[config.mk]
export PLATFORM = sky130hd
export DESIGN_NAME = data_bus_decoder
export DESIGN_NICKNAME = d
export VERILOG_FILES = /design/src/rtl/data_bus_decoder.sv
export SDC_FILE = /design/constraint.sdc
export NUM_CORES = 1
export LEC_CHECK = 0
export CORE_AREA = 2 2 136 138
export CTS_BUF_LIST = sky130_fd_sc_hd__clkbuf_8
export DETAILED_ROUTE_END_ITERATION = 16
export DIE_AREA = 0 0 138 140
export GPL_TIMING_DRIVEN = 0
export MAX_ROUTING_LAYER = met4
export PLACE_DENSITY_LB_ADDON = 0.2
export SLEW_MARGIN = 20
export SYNTH_ARGS = -nofsm -noshare
export SYNTH_HDL_FRONTEND = slang
export SYNTH_SLANG_ARGS = --single-unit
[constraint.sdc]
create_clock -name clk -period 6 [get_ports clk]
set_clock_uncertainty 0.15 [all_clocks]
set_input_delay 0.9 -clock clk [delete_from_list [all_inputs] [get_ports clk]]
set_output_delay 0.9 -clock clk [all_outputs]
set_load 0.01 [all_outputs]
[src/rtl/data_bus_decoder.sv]
// rtl/data_bus_decoder.sv - single-master address decoder for five slaves with response timeout
module data_bus_decoder #(
    parameter int TIMEOUT_CYCLES = 255
) (
    input  logic           clk,
    input  logic           rst,
    input  logic           m_req,
    input  logic           m_we,
    input  logic [31:0]    m_addr,
    input  logic [3:0]     m_be,
    input  logic [31:0]    m_wdata,
    output logic           m_gnt,
    output logic           m_rvalid,
    output logic [31:0]    m_rdata,
    output logic           m_err,
    output logic [4:0]     s_req,
    output logic           s_we,
    output logic [31:0]    s_addr,
    output logic [3:0]     s_be,
    output logic [31:0]    s_wdata,
    input  logic [4:0]     s_gnt,
    input  logic [4:0]     s_rvalid,
    input  logic [159:0]   s_rdata
);

    typedef enum logic [1:0] {
        IDLE     = 2'd0,
        WAIT_RSP = 2'd1,
        ERR_RSP  = 2'd2
    } state_t;

    localparam logic [9:0] TIMEOUT_LAST = 10'(TIMEOUT_CYCLES - 1);

    state_t      state;
    state_t      state_next;
    logic [2:0]  lat_idx;
    logic [9:0]  tmo_cnt;

    logic        hit;
    logic [2:0]  hit_idx;
    logic        lat_rvalid;
    logic [31:0] lat_rdata;
    logic        tmo_hit;

    // Address map, inclusive bounds; regions are aligned so a prefix compare suffices.
    always_comb begin
        hit     = 1'b1;
        hit_idx = 3'd0;
        if (m_addr[31:14] == 18'h00000) begin
            hit_idx = 3'd0;
        end else if (m_addr[31:14] == 18'h00004) begin
            hit_idx = 3'd1;
        end else if (m_addr[31:14] == 18'h10000) begin
            hit_idx = 3'd2;
        end else if (m_addr[31:12] == 20'hC0000) begin
            hit_idx = 3'd3;
        end else if (m_addr[31:12] == 20'hC0001) begin
            hit_idx = 3'd4;
        end else begin
            hit = 1'b0;
        end
    end

    always_comb begin
        lat_rvalid = 1'b0;
        lat_rdata  = 32'h0;
        case (lat_idx)
            3'd0: begin lat_rvalid = s_rvalid[0]; lat_rdata = s_rdata[31:0];    end
            3'd1: begin lat_rvalid = s_rvalid[1]; lat_rdata = s_rdata[63:32];   end
            3'd2: begin lat_rvalid = s_rvalid[2]; lat_rdata = s_rdata[95:64];   end
            3'd3: begin lat_rvalid = s_rvalid[3]; lat_rdata = s_rdata[127:96];  end
            3'd4: begin lat_rvalid = s_rvalid[4]; lat_rdata = s_rdata[159:128]; end
            default: begin lat_rvalid = 1'b0; lat_rdata = 32'h0; end
        endcase
    end

    assign tmo_hit = (tmo_cnt == TIMEOUT_LAST);

    always_ff @(posedge clk) begin
        if (rst) begin
            state   <= IDLE;
            lat_idx <= 3'd0;
            tmo_cnt <= 10'd0;
        end else begin
            state <= state_next;
            if (state == IDLE && m_req && hit && s_gnt[hit_idx]) begin
                lat_idx <= hit_idx;
                tmo_cnt <= 10'd0;
            end else if (state == WAIT_RSP && !lat_rvalid) begin
                tmo_cnt <= tmo_cnt + 10'd1;
            end
        end
    end

    always_comb begin
        state_next = state;
        case (state)
            IDLE: begin
                if (m_req) begin
                    if (!hit) begin
                        state_next = ERR_RSP;
                    end else if (s_gnt[hit_idx]) begin
                        state_next = WAIT_RSP;
                    end
                end
            end
            WAIT_RSP: begin
                if (lat_rvalid || tmo_hit) begin
                    state_next = IDLE;
                end
            end
            ERR_RSP:  state_next = IDLE;
            default:  state_next = IDLE;
        endcase
    end

    // Reset gates every output so a mid-transaction reset is silent on the bus.
    always_comb begin
        m_gnt    = 1'b0;
        m_rvalid = 1'b0;
        m_rdata  = 32'h0;
        m_err    = 1'b0;
        s_req    = 5'b0;
        s_we     = 1'b0;
        s_addr   = 32'h0;
        s_be     = 4'h0;
        s_wdata  = 32'h0;
        if (!rst) begin
            s_we    = m_we;
            s_addr  = m_addr;
            s_be    = m_be;
            s_wdata = m_wdata;
            case (state)
                IDLE: begin
                    if (m_req) begin
                        if (hit) begin
                            s_req[hit_idx] = 1'b1;
                            m_gnt          = s_gnt[hit_idx];
                        end else begin
                            m_gnt = 1'b1;
                        end
                    end
                end
                WAIT_RSP: begin
                    if (lat_rvalid) begin
                        m_rvalid = 1'b1;
                        m_rdata  = lat_rdata;
                    end else if (tmo_hit) begin
                        m_rvalid = 1'b1;
                        m_err    = 1'b1;
                    end
                end
                ERR_RSP: begin
                    m_rvalid = 1'b1;
                    m_err    = 1'b1;
                end
                default: ;
            endcase
        end
    end

endmodule

Yosys cells after proc, flatten, opt, wreduce, memory -nomap -nowiden
Index checks and enable logic that the tools add are counted.
{"block": "word_totals", "latch_bits": 0, "mem_count": 0, "ramBits": 0, "regBits": 15, "inputBits": 242, "mem_bits_ro": 0}
{"block": "op_classes", "order_cmp": 2, "n_mul": 0, "bitwise_logic": 0, "n_eq_ne": 14, "addsub": 1, "shifts": 0, "div": 0, "reduce_logical": 12, "muxes": 43}
{"operator": "32-bit 2-to-1 mux", "count": 5}
{"operator": "32-bit one-hot mux with 5 select lines", "count": 1}
{"operator": "20-bit equality test (second input constant)", "count": 2}
{"operator": "5-bit 2-to-1 mux", "count": 4}
{"operator": "18-bit by 17-bit equality test with 1-bit output (second input constant)", "count": 1}
{"operator": "18-bit by 3-bit equality test with 1-bit output (second input constant)", "count": 1}
{"operator": "18-bit logical NOT", "count": 1}
{"operator": "1-bit 2-to-1 mux", "count": 17}
{"operator": "3-bit 2-to-1 mux", "count": 5}
{"operator": "10-bit by 1-bit adder with 10-bit output (second input constant)", "count": 1}
{"operator": "10-bit by 8-bit equality test with 1-bit output (second input constant)", "count": 1}
{"operator": "2-bit 2-to-1 mux", "count": 4}
{"operator": "3-bit by 2-bit equality test with 1-bit output (second input constant)", "count": 2}
{"operator": "1-bit logical AND", "count": 5}
{"operator": "1-bit one-hot mux with 5 select lines", "count": 1}
{"operator": "3-bit by 4-bit < comparator with 1-bit output (second input constant)", "count": 1}
{"operator": "4-bit 2-to-1 mux", "count": 1}
{"operator": "1-bit one-hot mux with 2 select lines", "count": 2}
{"operator": "2-bit one-hot mux with 2 select lines", "count": 1}
{"operator": "1-bit binary-select mux with 3-bit select", "count": 1}
{"operator": "1-bit demux with 3-bit select", "count": 1}
{"operator": "3-bit by 1-bit equality test with 1-bit output (second input constant)", "count": 1}
{"operator": "3-bit equality test (second input constant)", "count": 1}
{"operator": "3-bit by 1-bit >= comparator with 1-bit output (second input constant)", "count": 1}
{"operator": "other kinds (11)", "count": 11}

Depth between registers and ports, before layout
Gate-level depths: netlist (run 1).
{"block": "logic_depth", "word_depth": 14, "mapped_depth": 8}

Least setup slack after synthesis (run 1)
Ideal clock, no wire load.
{"block": "synth_timing", "path_type": "input -> output", "startpoint": "input port m_addr[18]", "endpoint": "output port m_gnt", "path_slack_ps": 2640, "path_buffers": 0, "cell_stages": 5, "required_time_ps": 4950, "arrival_ps": 2310, "cell_sequence": "nor4_2 nand4_2 o21bai_1 a21o_1 a211oi_1"}
{"block": "synth_via", "elab_chain_cells": 12}
{"element": "start, declared", "line": "9", "source": "input logic [31:0] m_addr,"}
{"element": "20-bit equality test", "line": "57", "source": "end else if (m_addr[31:12] == 20'hC0001) begin"}
{"element": "3-bit 2-to-1 mux", "line": "57"}
{"element": "3-bit 2-to-1 mux", "line": "55", "source": "end else if (m_addr[31:12] == 20'hC0000) begin"}
{"element": "3-bit 2-to-1 mux", "line": "53", "source": "end else if (m_addr[31:14] == 18'h10000) begin"}
{"element": "3-bit 2-to-1 mux", "line": "51", "source": "end else if (m_addr[31:14] == 18'h00004) begin"}
{"element": "3-bit 2-to-1 mux", "line": "49", "source": "if (m_addr[31:14] == 18'h00000) begin"}
{"element": "1-bit binary-select mux with 3-bit select", "line": "138", "source": "m_gnt = s_gnt[hit_idx];"}
{"element": "1-bit 2-to-1 mux (not written as such)", "line": "138"}
{"element": "1-bit 2-to-1 mux *", "line": "136", "source": "if (hit) begin"}
{"element": "1-bit 2-to-1 mux *", "line": "135", "source": "if (m_req) begin"}
{"element": "1-bit 2-to-1 mux *", "line": "133", "source": "case (state)"}
{"element": "1-bit 2-to-1 mux *", "line": "128", "source": "if (!rst) begin"}
{"element": "end, declared", "line": "12", "source": "output logic m_gnt,"}
Every way passes the cells marked *; elsewhere a longest branch is shown, timed or not. The select of a mux whose other input is x is not followed.

Worst setup path in the final report (run 1)
{"block": "layout_timing", "startpoint": "input port s_rvalid[1]", "endpoint": "output port m_rdata[9]"}
{"block": "layout_via", "elab_chain_cells": 4}
{"element": "start, declared", "line": "22", "source": "input logic [4:0] s_rvalid,"}
{"element": "1-bit one-hot mux with 5 select lines", "line": "67", "source": "case (lat_idx)"}
{"element": "32-bit 2-to-1 mux", "line": "145", "source": "if (lat_rvalid) begin"}
{"element": "32-bit 2-to-1 mux", "line": "133"}
{"element": "32-bit 2-to-1 mux", "line": "128"}
{"element": "end, declared", "line": "14", "source": "output logic [31:0] m_rdata,"}
Every way passes these cells.

==> metrics, run 1 <==
CTS buffer count=3; worst r2r path cells=7; Max-cap violations=0; Post-synth EDFFs=0; PortBufs=349; Seq/Total Area, Yosys=10.26%; CTS resizes=0; Post-CTS Setup Bufs=0; area growth from synthesis to final layout=130.7%; die height=140 um; HP Class=reg2reg; final worst path period share=77.68%; Crit. End Element=primary output; Fin. Hold Viols=0; commonest cells after routing, fill and taps aside=clkdlybuf4s50_1 (349), nor2b_1 (72), a22oi_1 (66); Worst-Margin Slew=0.7970 ns; Layout Utilization=37.97%; clk sink count=15; RePlAce Congestion=0.8274; Core Rows=49; CP startpoint kind=input port; Post-Syn Nets=641; Worst path most repeated cell=clkdlybuf4s50_1; CP Max Fanout=10; die area=19320 um^2; synth warn=0; nets=995; FMAX=214.6 MHz; initial DRC count=216; TritonCTS clock tree=done; area of the core=17780 um^2; Vias/cell=4.548; Die Wd=138 um; ys flop type=dfxtp_1; Critical Path Max Stage Delay=0.66 ns; endpoints failing setup=0; CP cell instances=clkdlybuf4s50_1 -> mux4_2 -> a22oi_1 -> nor3_1 -> clkbuf_1 -> and2_1 -> clkdlybuf4s50_1; global-route wire length before repair=26.48 mm; Slew Limit Headroom=46.46%; initial antenna violation count=0; peak supply drop=58.19 uV; reg2reg start=lat_idx[1]; fraction of layout cells with a size suffix above 1=6.292%; asr flop ratio synth=0%; Worst Setup SP=s_rvalid[1]; max-slew violations=0; Slowest cell on crit path=nor3_1; Critical Path RT=4.95 ns; Post-CTS Hold Buffers=0; CP Class=in2out; number of global-route vias before repair=4651; IO Count=351; routed len/inst=18.43 um; share of the synthesized area in the top cell type=16.93%; minimum clock period=4.661 ns; placed cell areas=6706 um^2; TNS Setup=0 ns; Data arrival, critical path=3.61 ns; Power Density=74.83 nW/um^2; worst hold start=tmo_cnt[9]; Syn Area/Cell=7.428 um^2; DRC=0; vias=4439; H-tree Lvls=1; synthesized instance count=394; DPL Wire Length=15.35 mm; largest net degree at the start of global routing=11; #FFs+latches synth=15; TritonRoute pass-1 iters=4; GRT Total Usage=17.71%; Detail Route Antenna Nets=0; fin area=6751 um^2; RSZ-0062 raised after global routing=false; gr ovfl total=0; status=complete, no violations; Initial Utilization=16.46%; Area contributors post-synth=a22oi_1 (17%), nor2b_1 (15%), mux2_2 (12%); commonest non-fill, non-tap cell in the layout=clkdlybuf4s50_1; CTS max path bufs=2; diode count=0; cell taking the most area after synthesis=a22oi_1; total wire length=17.99 mm; Clock Tree Root=clkbuf_8; hold path cells=2; Clk pin slew, worst setup/hold paths=0.06 ns; LEAKAGE=2.269 nW; Cell Area, Synth=2927 um^2; synth unique cells=43; Clock Latency Late Sink=0.24 ns
path summary, 6_finish.rpt:
check / end / slack (ns)
worst min-delay path: tmo_cnt[9] / 0.38
worst max-delay path: m_rdata[9] / 1.34
worst min register to register: tmo_cnt[9] / 0.38
worst max register to register: tmo_cnt[7] / 3.22
Yosys cell counts (2+ instances only):
| master | n |
|---|---|
| nand3_1 | 5 |
| and4_1 | 2 |
| nor4_2 | 3 |
| nand4_1 | 3 |
| nor2_1 | 24 |
| o22ai_1 | 32 |
| inv_1 | 6 |
| xnor2_1 | 2 |
| mux2_2 | 32 |
| nand2b_1 | 5 |
| nand3b_1 | 2 |
| clkbuf_1 | 36 |
| a22oi_1 | 66 |
| nor3_1 | 5 |
| a21oi_1 | 4 |
| nor2b_1 | 72 |
| nand2_1 | 7 |
| ha_1 | 5 |
| dfxtp_1 | 15 |
| nor3b_1 | 2 |
| xor2_1 | 7 |
| mux2i_1 | 4 |
| a2111oi_4 | 2 |
| and2_1 | 34 |
stage by stage:
| step | hold slack (ns) | power [mW] | std cells | worst slack, ns |
|---|---|---|---|---|
| 6_report | 0.3782 | 0.5052 | 976 | 1.339 |
| 5_1_grt | 0.4065 | 0.5365 | 976 | 1.058 |
| 4_1_cts | 0.3743 | 0.5109 | 976 | 1.203 |
| 3_5_place_dp | 0.3617 | 0.4305 | 972 | 1.212 |
| 3_3_place_gp | 0.3397 | 0.4268 | 972 | 1.258 |
| 2_1_floorplan | 0.3216 | 0.1973 | 394 | 2.640 |
critical path, delay by kind of cell:
kind | cells | cell delay (ns)
buf+inv | 3 | 1.43
simple gates | 2 | 0.85
mux | 1 | 0.29
compound gates | 1 | 0.13
flip-flops by register name, summed over array words and instances (netlist names):
signal and count:
lat_idx 3, state 2, tmo_cnt 10
final cells by class:
type,count,area (um^2)
fill,1831,11030
timing repair buffer,349,3493
multi-input combinational,335,2452
sequential,15,300.3
tap,229,286.5
buffer,38,151.4
clock buffer,3,41.29
inverter,6,22.52
clock inverter,1,3.754
kinds of logic (layout without fill, tap and decap cells):
logic type | count (synthesis) | after routing | share of synthesized area (%)
DFF | 15 | 15 | 10.26
and+or+nand+nor | 170 | 170 | 34.84
adders and majority gates | 5 | 5 | 2.138
xor gates and xnor gates | 9 | 9 | 2.694
AOI/OAI and AO/OA | 114 | 114 | 29.67
buffers and inverters | 44 | 397 | 5.942
muxes | 37 | 37 | 14.45
power breakdown:
group	leakage, nW	internal, mW	switching, mW
Sequential	0.121	0.102	0.00211
Combinational	2.12	0.225	0.0990
Clock	0.0269	0.0452	0.0323
Total	2.27	0.372	0.133
metal layers:
layer / GRT usage, % / part of all wire [%] / up-vias
met5: - / 0 / -
met4: 1.933 / 1.2 / 0
met3: 3.282 / 6.1 / 18
met2: 31.71 / 52 / 169
met1: 21.42 / 41 / 2098
li1: - / - / 2154
Note: power is estimated with default switching activity, not from simulation.
==> run 2: changes to the inputs <==
--- a/config.mk
+++ b/config.mk
@@ -5,10 +5,10 @@
 export SDC_FILE = /design/constraint.sdc
 export NUM_CORES = 1
 export LEC_CHECK = 0
-export CORE_AREA = 2 2 136 138
+export CORE_AREA = 2 2 137 139
 export CTS_BUF_LIST = sky130_fd_sc_hd__clkbuf_8
 export DETAILED_ROUTE_END_ITERATION = 16
-export DIE_AREA = 0 0 138 140
+export DIE_AREA = 0 0 139 141
 export GPL_TIMING_DRIVEN = 0
 export MAX_ROUTING_LAYER = met4
 export PLACE_DENSITY_LB_ADDON = 0.2
==> constraint.sdc (replaced) <==
create_clock -name clk -period 4.85 [get_ports clk]
set_clock_uncertainty 0.15 [all_clocks]
set_input_delay 0.7275 -clock clk [delete_from_list [all_inputs] [get_ports clk]]
set_output_delay 0.7275 -clock clk [all_outputs]
set_load 0.01 [all_outputs]
==> run 2 against run 1 <==
Against the previous run: first-iteration DRC count increased by 2.8%; critical path type is now reg2out; largest power group unchanged; die area increased by 1.4%; routed wire length decreased by 1.9%; sequential share of layout area about the same; sequential power increased by 23%.
==> metrics, run 2 (same netlist as run 1, synthesis figures left out) <==
nets=995 (unchanged); endpoints failing setup=0 (unchanged); fraction of layout cells with a size suffix above 1=6.426% (+0.13 points); gr ovfl total=0 (unchanged); CP Class=reg2out; TNS Setup=0 ns (unchanged); H-tree Lvls=1 (unchanged); Initial Utilization=16.02% (-0.44 points); Core Rows=50 (+2.0%); Clk pin slew, worst setup/hold paths=0.07 ns (about the same); CP cell instances=clkbuf_1 -> nor2_1 -> a22oi_1 -> nor3_1 -> clkbuf_1 -> and2_1 -> clkdlybuf4s50_1; RSZ-0062 raised after global routing=false; Data arrival, critical path=3.59 ns (-0.02 ns); Clock Latency Late Sink=0.25 ns (about the same); commonest cells after routing, fill and taps aside=clkdlybuf4s50_1 (349), nor2b_1 (72), a22oi_1 (66); Total Power=632.4 uW (+25%); Final Non-Filler Cells=981 (+0.51%); LEAKAGE=2.267 nW (about the same); CP Max Fanout=10 (unchanged); Die Wd=139 um (+0.72%); placed cells=977 (+0.51%); Largest register FFs=10 (unchanged); GRT Total Usage=17.22% (-0.50 points); largest registers=tmo_cnt: 10 flops, lat_idx: 3 flops, state: 2 flops; CTS max path bufs=2 (unchanged); TritonRoute pass-1 iters=4 (unchanged); final worst path period share=92.08%; Fin. Hold Viols=0 (unchanged); total wire length=17.66 mm (-1.9%); HP Class=reg2reg; final worst slack=0.3840 ns (-0.9555 ns); commonest non-fill, non-tap cell in the layout=clkdlybuf4s50_1; IO Count=351 (unchanged); clk sink count=15 (unchanged); Critical Path RT=3.97 ns (-0.98 ns); global-route wire length before repair=25.94 mm (-2.0%); Fin Hold WS=0.3666 ns (-0.01158 ns); Max-cap violations=0 (unchanged); Largest Register=tmo_cnt; Worst path most repeated cell=clkbuf_1; CTS buffer count=3 (unchanged); Worst-Margin Slew=0.8062 ns (+0.009277 ns); Post-CTS Setup Bufs=0 (unchanged); die area=19600 um^2 (+1.4%); Post-CTS Hold Buffers=0 (unchanged); Vias/cell=4.479 (-1.5%); Slew Limit Headroom=45.84% (-0.62 points); Critical Path Max Stage Delay=0.69 ns (+0.03 ns); peak supply drop=71.62 uV (+23%); pre-CTS setup slack=0.4170 ns (-0.7951 ns); DRC=0 (unchanged); status=complete, no violations; initial antenna violation count=0 (unchanged); RePlAce Congestion=0.8528 (+3.1%); Power Density=93.57 nW/um^2 (+25%); FMAX=223.9 MHz; Clock Tree Root=clkbuf_8; CTS resizes=0 (unchanged); max-slew violations=0 (unchanged); Slowest cell on crit path=nor2_1; Layout fillers=1898 (+3.7%); area growth from synthesis to final layout=131.0%; TritonCTS clock tree=done; diode count=0 (unchanged); Detail Route Antenna Nets=0 (unchanged); area of the core=18270 um^2 (+2.7%); CP startpoint kind=flop; PortBufs=349 (unchanged); vias=4394 (-1.0%); DPL Wire Length=14.86 mm (-3.2%); minimum clock period=4.466 ns; number of global-route vias before repair=4514 (-2.9%); routed len/inst=18.00 um (-2.4%); Crit. End Element=primary output; initial DRC count=222 (+2.8%); largest net degree at the start of global routing=11 (unchanged); die height=141 um (+0.71%)
run 2: per-layer routing:
| metal | global-route usage [%] | routed length (um) | up-vias |
|---|---|---|---|
| li1 | - | - | 2153 |
| met1 | 20.91 | 7276 | 2080 |
| met2 | 30.75 | 9260 | 155 |
| met3 | 3.533 | 1040 | 6 |
| met4 | 1.329 | 80 | 0 |
| met5 | - | 0 | - |
run 2: path summary, 6_finish.rpt:
kind         slack (ns)  startpoint  cells after the start          end
max                0.38  lat_idx[1]                      7  m_rdata[29]
max reg2reg        2.14  lat_idx[1]                      7   tmo_cnt[7]
min reg2reg        0.37  tmo_cnt[7]                      2   tmo_cnt[7]
min                0.37  tmo_cnt[7]                      2   tmo_cnt[7]
run 2: critical path, delay by kind of cell, from the launching register on:
family                 cells  cell delay (ns)
and+or+nand+nor            3             1.62
buffers and inverters      3             1.20
DFF                        1             0.29
AOI/OAI and AO/OA          1             0.22
run 2: metrics by stage:
stage          util (%)  cell area (um^2)
3_3_place_gp      36.75              6713
5_1_grt           37.00              6759
3_5_place_dp      36.75              6713
2_1_floorplan         -              2927
4_1_cts           37.00              6759
6_report          37.00              6759
run 2: final cells by class:
cell class	instances	area, um^2	share of cell area [%]
Buffer	38	151.4	2.240
Clock buffer	3	41.29	0.6109
Clock inverter	1	5.005	0.07405
Inverter	6	22.52	0.3332
Multi-Input combinational cell	335	2452	36.28
Sequential cell	15	300.3	4.443
Tap cell	234	292.8	4.332
Timing Repair Buffer	349	3493	51.68
run 2: where the power goes:
| group | leakage (nW) | total (mW) | internal, mW | switching (mW) |
|---|---|---|---|---|
| Sequential | 0.121 | 0.128 | 0.126 | 0.00248 |
| Clock | 0.0255 | 0.104 | 0.0570 | 0.0471 |
| Combinational | 2.12 | 0.400 | 0.278 | 0.122 |
| Total | 2.27 | 0.632 | 0.461 | 0.171 |
